[src/rtl/piso_tx_scheduler.sv]
// Round-robin front end for a shared 16-bit PISO serializer: accepts one word
// per frame from NUM_REQ requesters, sequences load-then-16-shift, and emits
// bit framing plus a complete-flag cross-check for the downstream SIPO.
module piso_tx_scheduler #(
  parameter int unsigned NUM_REQ = 4,
  parameter int unsigned DATA_W  = 16
) (
  input  logic                        clk,
  input  logic                        rst,
  input  logic [NUM_REQ-1:0]          req_valid,
  input  logic [NUM_REQ*DATA_W-1:0]   req_data,
  output logic [NUM_REQ-1:0]          req_ready,
  input  logic                        halt,
  input  logic                        piso_complete,
  output logic                        load_shift,
  output logic [DATA_W-1:0]           pin,
  output logic                        bit_valid,
  output logic [3:0]                  bit_idx,
  output logic [$clog2(NUM_REQ)-1:0]  grant_id,
  output logic                        frame_done,
  output logic                        busy,
  output logic                        sync_err
);

  localparam int unsigned GRANT_W  = $clog2(NUM_REQ);
  localparam int unsigned IDX_W    = 4;
  localparam logic [IDX_W-1:0] LAST_BIT = IDX_W'(DATA_W - 1);
  localparam logic [IDX_W-1:0] PENU_BIT = IDX_W'(DATA_W - 2);

  typedef enum logic [1:0] {
    ST_IDLE,
    ST_LOAD,
    ST_SHIFT
  } state_t;

  state_t               r_state;
  logic [GRANT_W-1:0]   r_last_grant;
  logic [GRANT_W-1:0]   r_grant_id;
  logic [DATA_W-1:0]    r_pin;
  logic [IDX_W-1:0]     r_bit_cnt;
  logic                 r_load_shift;
  logic                 r_bit_valid;
  logic                 r_frame_done;
  logic                 r_busy;
  logic                 r_sync_err;

  logic                 w_arb_en;
  logic                 w_found;
  logic                 w_grant;
  logic [GRANT_W-1:0]   w_cand;
  logic [GRANT_W-1:0]   w_win;
  logic [DATA_W-1:0]    w_word;
  logic [NUM_REQ-1:0]   w_ready;

  // Round-robin search starting after the last grant; enabled only in IDLE
  // or the final shift cycle, and forced off while reset is asserted.
  always_comb begin
    w_arb_en = rst && !halt &&
               ((r_state == ST_IDLE) ||
                ((r_state == ST_SHIFT) && (r_bit_cnt == LAST_BIT)));
    w_found  = 1'b0;
    w_cand   = '0;
    w_win    = '0;
    for (int unsigned k = 1; k <= NUM_REQ; k++) begin
      w_cand = GRANT_W'((32'(r_last_grant) + k) % NUM_REQ);
      if (!w_found && req_valid[w_cand]) begin
        w_found = 1'b1;
        w_win   = w_cand;
      end
    end
    w_grant = w_arb_en && w_found;
  end

  // Winner's data mux and one-hot accept pulse.
  always_comb begin
    w_word  = '0;
    w_ready = '0;
    for (int unsigned i = 0; i < NUM_REQ; i++) begin
      if (w_win == GRANT_W'(i)) begin
        w_word     = req_data[i*DATA_W +: DATA_W];
        w_ready[i] = w_grant;
      end
    end
  end

  assign req_ready  = w_ready;
  assign load_shift = r_load_shift;
  assign pin        = r_pin;
  assign bit_valid  = r_bit_valid;
  assign bit_idx    = r_bit_cnt;
  assign grant_id   = r_grant_id;
  assign frame_done = r_frame_done;
  assign busy       = r_busy;
  assign sync_err   = r_sync_err;

  // Frame sequencer: state plus registered serializer controls and framing.
  always_ff @(posedge clk or negedge rst) begin
    if (!rst) begin
      r_state      <= ST_IDLE;
      r_last_grant <= GRANT_W'(NUM_REQ - 1);
      r_grant_id   <= '0;
      r_pin        <= '0;
      r_bit_cnt    <= '0;
      r_load_shift <= 1'b1;
      r_bit_valid  <= 1'b0;
      r_frame_done <= 1'b0;
      r_busy       <= 1'b0;
      r_sync_err   <= 1'b0;
    end else begin
      case (r_state)
        ST_IDLE: begin
          if (w_grant) begin
            r_state      <= ST_LOAD;
            r_pin        <= w_word;
            r_grant_id   <= w_win;
            r_last_grant <= w_win;
            r_busy       <= 1'b1;
          end
        end
        ST_LOAD: begin
          r_state      <= ST_SHIFT;
          r_load_shift <= 1'b0;
          r_bit_valid  <= 1'b1;
          r_bit_cnt    <= '0;
          r_frame_done <= 1'b0;
        end
        ST_SHIFT: begin
          // Serializer must flag complete exactly on the last bit.
          if (piso_complete != (r_bit_cnt == LAST_BIT)) begin
            r_sync_err <= 1'b1;
          end
          if (r_bit_cnt != LAST_BIT) begin
            r_bit_cnt    <= r_bit_cnt + IDX_W'(1);
            r_frame_done <= (r_bit_cnt == PENU_BIT);
          end else begin
            r_bit_cnt    <= '0;
            r_frame_done <= 1'b0;
            r_bit_valid  <= 1'b0;
            r_load_shift <= 1'b1;
            if (w_grant) begin
              r_state      <= ST_LOAD;
              r_pin        <= w_word;
              r_grant_id   <= w_win;
              r_last_grant <= w_win;
              r_busy       <= 1'b1;
            end else begin
              r_state <= ST_IDLE;
              r_busy  <= 1'b0;
            end
          end
        end
        default: begin
          r_state      <= ST_IDLE;
          r_load_shift <= 1'b1;
          r_bit_valid  <= 1'b0;
          r_bit_cnt    <= '0;
          r_frame_done <= 1'b0;
          r_busy       <= 1'b0;
        end
      endcase
    end
  end

endmodule
[config.mk]
export PLATFORM = sky130hd
export DESIGN_NAME = piso_tx_scheduler
export DESIGN_NICKNAME = d
export VERILOG_FILES = /design/src/rtl/piso_tx_scheduler.sv
export SDC_FILE = /design/constraint.sdc
export NUM_CORES = 1
export LEC_CHECK = 0
export CORE_ASPECT_RATIO = 1.25
export CORE_MARGIN = 2
export CORE_UTILIZATION = 43
export CTS_BUF_LIST = sky130_fd_sc_hd__clkbuf_16
export DETAILED_ROUTE_END_ITERATION = 10
export GPL_TIMING_DRIVEN = 0
export HOLD_SLACK_MARGIN = 0.12
export PLACE_DENSITY_LB_ADDON = 0.08
export REMOVE_ABC_BUFFERS = 1
export SKIP_CTS_REPAIR_TIMING = 1
export SYNTH_ARGS = -nofsm -noshare
export SYNTH_HDL_FRONTEND = slang
export SYNTH_SLANG_ARGS = --single-unit
[constraint.sdc]
create_clock -name clk -period 5.1 [get_ports clk]
set_clock_uncertainty 0.15 [all_clocks]
set_input_delay 0.51 -clock clk [delete_from_list [all_inputs] [get_ports clk]]
set_output_delay 0.51 -clock clk [all_outputs]
set_load 0.02 [all_outputs]
==> results of run 1 <==
## worst max-delay path, delay by kind of cell
kind	cells	cell delay [ns]
AO/OA/AOI/OAI	1	0.56
buffers and inverters	2	1.25
AND/OR/NAND/NOR	3	0.84
## final timing paths
check	start	endpoint	slack, ns	cells after the start
min reg2reg	sync_err$_DFFE_PN0P_	sync_err$_DFFE_PN0P_	0.32	1
max	req_valid[3]	req_ready[2]	1.28	6
min	rst	pin[6]$_DFFE_PN0P_	0.15	1
max in group asynchronous	rst	grant_id[1]$_DFFE_PN0P_	4.20	1
min in group clk	sync_err$_DFFE_PN0P_	sync_err$_DFFE_PN0P_	0.32	1
max reg2reg	r_last_grant[1]$_DFFE_PN1P_	pin[11]$_DFFE_PN0P_	2.63	5
## cells in the mapped netlist, drive strengths merged (4+ instances only)
| library cell | count |
|---|---|
| a21boi | 17 |
| a21oi | 4 |
| a31oi | 18 |
| buf | 12 |
| dfrtp | 28 |
| inv | 8 |
| mux2i | 4 |
| nand2 | 26 |
| nand3 | 4 |
| nor2 | 7 |
| o21ai | 7 |
| o22ai | 16 |
| o31ai | 16 |
## flip-flops by register name (all words and copies together), names as in the netlist
name	count
frame_done	1
bit_idx	4
sync_err	1
r_last_grant	2
load_shift	1
busy	1
pin	16
r_state	2
grant_id	2
bit_valid	1
## power by group through the flow
stage	clock (mW)	sequential, mW	combinational (mW)
floorplan	0	0.570	0.408
global placement	0	0.463	0.863
detailed placement	0	0.466	0.880
CTS	0.333	0.465	0.883
global route	0.344	0.484	0.949
finish	0.324	0.465	0.870
## metal layers
layer / vias to the layer above / wire length [µm] / track usage [%]
met5: - / 0 / 0
met4: 0 / 36 / 5.11
met3: 4 / 285 / 4.48
met2: 61 / 2750 / 40.2
met1: 875 / 2080 / 25.1
li1: 925 / - / -
## metrics by stage
stage          setup slack [ns]  cells  hold WS [ns]
2_1_floorplan              1.07    180        0.0644
5_1_grt                    1.12    351         0.207
3_5_place_dp               1.20    343         0.308
3_3_place_gp             -0.951    340         0.302
4_1_cts                    1.21    351         0.172
6_report                   1.28    351         0.146
## cells by family (layout without fill, tap and decap cells)
family,Yosys count,in the layout
simple gates,46,46
flops,31,31
xor+xnor,2,2
compound gates,87,87
mux,4,4
fa+ha+maj,2,2
buf+inv,23,121
## area by class of cell
type | count | area [µm²]
fill | 355 | 1240
inverter | 8 | 30.0
sequential | 31 | 779
tap | 58 | 72.6
multi-input combinational | 141 | 1080
clock buffer | 5 | 125
timing repair buffer | 105 | 1050
clock inverter | 3 | 38.8
==> results by group, run 1 <==
Place
  • GPL Wtd Cong: 0.713
  • HPWL reported at the end of detailed placement: 3740 µm
  • Post-placement cell area: 0.00302 mm²
  • Count of input and output buffers: 102

Power
  • Psw: 0.646 mW
  • Total internal power: 1.01 mW
  • Total power draw: 1.66 mW
  • Maximum VDD drop: 0.000248 V
  • Clk network pwr share: 19.6%
  • Gate power share: 52.4%
  • Reg power frac: 28.0%
  • PwrDens: 522 mW/mm²
  • Pleak: 1.28 nW
  • Switching Fraction: 38.9%

Synth
  • Compound-Gate Fraction of Synth Area: 38.4%
  • Post-synth EDFFs: 0
  • Yosys warning total: 0
  • Simple-Gate Fraction of Synth Area: 11.1%
  • Largest cells by area after synthesis: dfrtp_1 35%, o31ai_2 10%, a21boi_2 5.1%
  • Adder-cell share of the synthesized area: 1.26%
  • Sequential share of the synthesized area: 39.1%
  • Synth async-reset ratio: 100%
  • Post-synth cell types: 40
  • Cell taking the most area after synthesis: dfrtp_1
  • Synth Register Bits: 31
  • Multiplexer share of the synthesized area: 2.01%
  • Synth Area in XOR/XNOR: 0.879%
  • Synth top area share: 35.2%
  • Mapped cell area: 0.00199 mm²
  • Mean Syn Cell Area: 10.2 µm²
  • Post-Syn Instances: 195
  • Dominant synthesized flop cell: dfrtp_1
  • Main combinational cell family by area after synthesis: compound AO/OA/AOI/OAI gates

Floorplan
  • I/O pin count: 103
  • Core area: 0.00443 mm²
  • Die height: 80.1 µm
  • Die Width: 64.9 µm
  • Initial Util: 45.0%
  • Rows: 27
  • Die area: 0.00520 mm²

CTS
  • Worst-case clock buffer depth: 2
  • Clock latency on the worst-skew pair: 0.27 ns
  • Clk slew on worst S/H paths: 0.05 ns
  • Clk sinks: 31
  • H-Tree Level Count: 2
  • Root Driver: clkbuf_16
  • TritonCTS Buffers: 5
  • TritonCTS clock tree: done

STA
  • Final Hold Viols: 0
  • Post-route setup TNS: 0 ns
  • Final Max Slew Viols: 0
  • Setup Viol. Count Final: 0
  • RSZ-0062 raised after global routing: no
  • Slew @ Worst Pin: 0.717 ns
  • Final worst path period need: 3.82 ns
  • Worst rel slew slack: 52.2%
  • Fmax: 262 MHz
  • Crit share post-route: 74.8%

Critical path
  • Crit path max fanout: 19
  • CP arrival: 3.16 ns
  • CP max-delay cell: clkdlybuf4s50_1
  • Kind of critical path: input port to output pin
  • Crit path capture type: output pin
  • Crit-path max cell delay: 0.63 ns
  • Startpoint Class: input port
  • Crit path required time: 4.44 ns
  • Crit path top cell by count: clkdlybuf4s50_1
  • Critical path, cell by cell: clkdlybuf4s50_1 -> nand2b_1 -> a31oi_4 -> nand2_2 -> nor2_1 -> clkdlybuf4s50_1

Drt
  • Via density: 5.31
  • Vias: 1865
  • DRT antenna net count: 0
  • Drt pass-1 iters: 4
  • Final wirelength: 5150 µm
  • WL per Instance: 14.7 µm
  • Remaining DRCs: 0
  • Initial detailed-routing violation count: 50

Outcome
  • Status: complete, no violations

GRT
  • Gr ovfl total: 0
  • Largest net degree at the start of global routing: 33
  • Initial antenna violation count: 0
  • Gr usage total: 21.6%
  • First-pass GRT wire length: 8740 µm
  • Vias in the first global route: 1905

Finish
  • Most common cell after layout, fill and taps aside: clkdlybuf4s50_1
  • Final core utilization: 71.9%
  • Nets@finish: 366
  • Antenna Cells: 0
  • Design Area, Final: 0.00318 mm²
  • Share of cells above drive strength 1: 16.7%
  • Commonest cells after routing, fill and taps aside: 101 x clkdlybuf4s50_1, 28 x dfrtp_1, 25 x nand2_1
  • Layout area overhead: 59.6%

Run
  • Max Cap Violations: 0

Min path
  • Hold Crit Class: input port to async pin
Power figures use the tool's default switching activity.
==> run 2, diff against run 1 <==
--- a/config.mk
+++ b/config.mk
@@ -7,7 +7,7 @@
 export LEC_CHECK = 0
 export CORE_ASPECT_RATIO = 1.25
 export CORE_MARGIN = 2
-export CORE_UTILIZATION = 43
+export CORE_UTILIZATION = 36
 export CTS_BUF_LIST = sky130_fd_sc_hd__clkbuf_16
 export DETAILED_ROUTE_END_ITERATION = 10
 export GPL_TIMING_DRIVEN = 0
==> constraint.sdc (replaced) <==
create_clock -name clk -period 3.2 [get_ports clk]
set_clock_uncertainty 0.15 [all_clocks]
set_input_delay 0.32 -clock clk [delete_from_list [all_inputs] [get_ports clk]]
set_output_delay 0.32 -clock clk [all_outputs]
set_load 0.02 [all_outputs]
==> run 2 against run 1 <==
Routed wire length is 6.7% higher. Via count grew 2.7%. Highest routed layer unchanged. Design area increased by 1.4%. Clock-buffer cell count stayed put. Utilization is 12 points lower. Power grew 55%. Critical endpoint unchanged.
==> results by group, run 2 (synthesized netlist as in run 1, its figures left out) <==
Critical path
  • Crit path max fanout: 15
  • Crit-path max cell delay: 0.43 ns
  • Startpoint Class: flip-flop
  • Critical path, cell by cell: ha_1 -> nand3_2 -> a2111oi_4 -> o41ai_4 -> buf_8 -> or2_4 -> nor2_1 -> dlymetal6s2s_1
  • CP max-delay cell: dfrtp_1
  • Crit path required time: 2.73 ns
  • Kind of critical path: flip-flop to output pin
  • CP arrival: 2.52 ns
  • Crit path capture type: output pin

Finish
  • Commonest cells after routing, fill and taps aside: 98 x clkdlybuf4s50_1, 28 x dfrtp_1, 25 x nand2_1
  • Final std cells w/o fill: 362
  • Layout area overhead: 61.8%
  • Max reg flops: 16
  • Most common cell after layout, fill and taps aside: clkdlybuf4s50_1
  • Nets@finish: 371
  • Antenna Cells: 0
  • Share of cells above drive strength 1: 17.1%

Power
  • Reg power frac: 28.7%
  • Switching Fraction: 40.2%
  • Pleak: 1.36 nW
  • Maximum VDD drop: 0.000317 V
  • Total internal power: 1.54 mW
  • Clk network pwr share: 16.6%
  • PwrDens: 799 mW/mm²
  • Gate power share: 54.7%
  • Psw: 1.04 mW
  • Total power draw: 2.58 mW

Floorplan
  • Core area: 0.00541 mm²
  • Initial Util: 36.9%
  • Rows: 30
  • Die height: 87.2 µm
  • I/O pin count: 103
  • Die area: 0.00615 mm²
  • Die Width: 70.6 µm

GRT
  • Gr usage total: 18.1%
  • First-pass GRT wire length: 8860 µm
  • Initial antenna violation count: 0
  • Largest net degree at the start of global routing: 33
  • Vias in the first global route: 1864
  • Gr ovfl total: 0

Place
  • HPWL reported at the end of detailed placement: 3930 µm
  • Count of input and output buffers: 102
  • Cells after DPL: 348
  • GPL Wtd Cong: 0.779

Run
  • Max Cap Violations: 0

Drt
  • Remaining DRCs: 0
  • DRT antenna net count: 0
  • WL per Instance: 15.2 µm
  • Vias: 1915
  • Drt pass-1 iters: 4
  • Initial detailed-routing violation count: 35
  • Via density: 5.29
  • Final wirelength: 5500 µm

STA
  • Fmax: 335 MHz
  • Final Max Slew Viols: 0
  • Crit share post-route: 93.4%
  • Worst rel slew slack: 52.4%
  • Final Hold Viols: 0
  • Final worst path period need: 2.99 ns
  • Setup Viol. Count Final: 0
  • Slew @ Worst Pin: 0.714 ns
  • Hold_ws: 0.309 ns

CTS
  • TritonCTS Buffers: 5
  • Clk sinks: 31
  • Root Driver: clkbuf_16
  • Worst-case clock buffer depth: 2
  • H-Tree Level Count: 2
  • TritonCTS clock tree: done
  • Clk slew on worst S/H paths: 0.05 ns
  • Clock latency on the worst-skew pair: 0.27 ns

Min path
  • Hold Crit Class: flip-flop to flip-flop

Outcome
  • Status: complete, no violations
## run 2: cell count changes in the layout (fill, tap and decap cells not counted), sizes merged, moves of 2 or more
cell           change
clkinv             -2
inv                +3
clkdlybuf4s50      -3
dlymetal6s2s       +3
buf                +3
## run 2: cell type report
cell class | count | area [µm²]
Fill cell | 493 | 2180
Inverter | 8 | 30.0
Clock buffer | 5 | 125
Clock inverter | 3 | 11.3
Tap cell | 64 | 80.1
Multi-Input combinational cell | 141 | 1090
Sequential cell | 31 | 779
Timing Repair Buffer | 110 | 1110
## run 2: critical path: cells and delay by family (launching register included)
family                     cells  cell delay, ns
and+or+nand+nor                3            0.53
AOI/OAI and AO/OA              2            0.61
adders and majority gates      1            0.25
buffers and inverters          2            0.43
DFF                            1            0.43
## run 2: path summary, 6_finish.rpt
| check | start | to | slack [ns] | cells past startpoint |
|---|---|---|---|---|
| worst max-delay path | bit_idx[0]$_DFFE_PN0P_ | req_ready[2] | 0.21 | 8 |
| worst min-delay path | sync_err$_DFFE_PN0P_ | sync_err$_DFFE_PN0P_ | 0.31 | 1 |
| worst max register to register | bit_idx[0]$_DFFE_PN0P_ | pin[10]$_DFFE_PN0P_ | 0.88 | 7 |
| worst min register to register | sync_err$_DFFE_PN0P_ | sync_err$_DFFE_PN0P_ | 0.31 | 1 |
| max in group asynchronous | rst | pin[2]$_DFFE_PN0P_ | 2.26 | 3 |
| min in group asynchronous | rst | r_last_grant[0]$_DFFE_PN1P_ | 0.48 | 2 |
## run 2: metal layers
layer | track usage, % | share of wire (%) | vias up | wire length [µm]
li1 | - | - | 939 | -
met1 | 20.7 | 40 | 891 | 2220
met2 | 32.7 | 50 | 73 | 2770
met3 | 5.32 | 7.0 | 12 | 384
met4 | 5.66 | 2.2 | 0 | 123
met5 | 0 | 0 | - | 0
## run 2: power by group through the flow
stage / clock network (mW) / registers (mW) / logic, mW
detailed placement: 0 / 0.745 / 1.41
global placement: 0 / 0.740 / 1.38
global route: 0.458 / 0.773 / 1.53
finish: 0.428 / 0.739 / 1.41
floorplan: 0 / 0.909 / 0.650
CTS: 0.442 / 0.742 / 1.41
## run 2: metrics by stage
| step | worst slack (ns) | instance area (µm²) | utilization [%] | setup TNS (ns) |
|---|---|---|---|---|
| after floorplan | -0.449 | 1880 | - | -2.32 |
| after global placement | -2.51 | 2980 | 55.1 | -42.71 |
| after detailed placement | -0.337 | 3010 | 55.7 | -0.756 |
| after CTS | -0.388 | 3150 | 58.3 | -0.907 |
| after global routing | -0.00453 | 3220 | 59.7 | -0.00453 |
| final | 0.211 | 3220 | 59.7 | 0 |
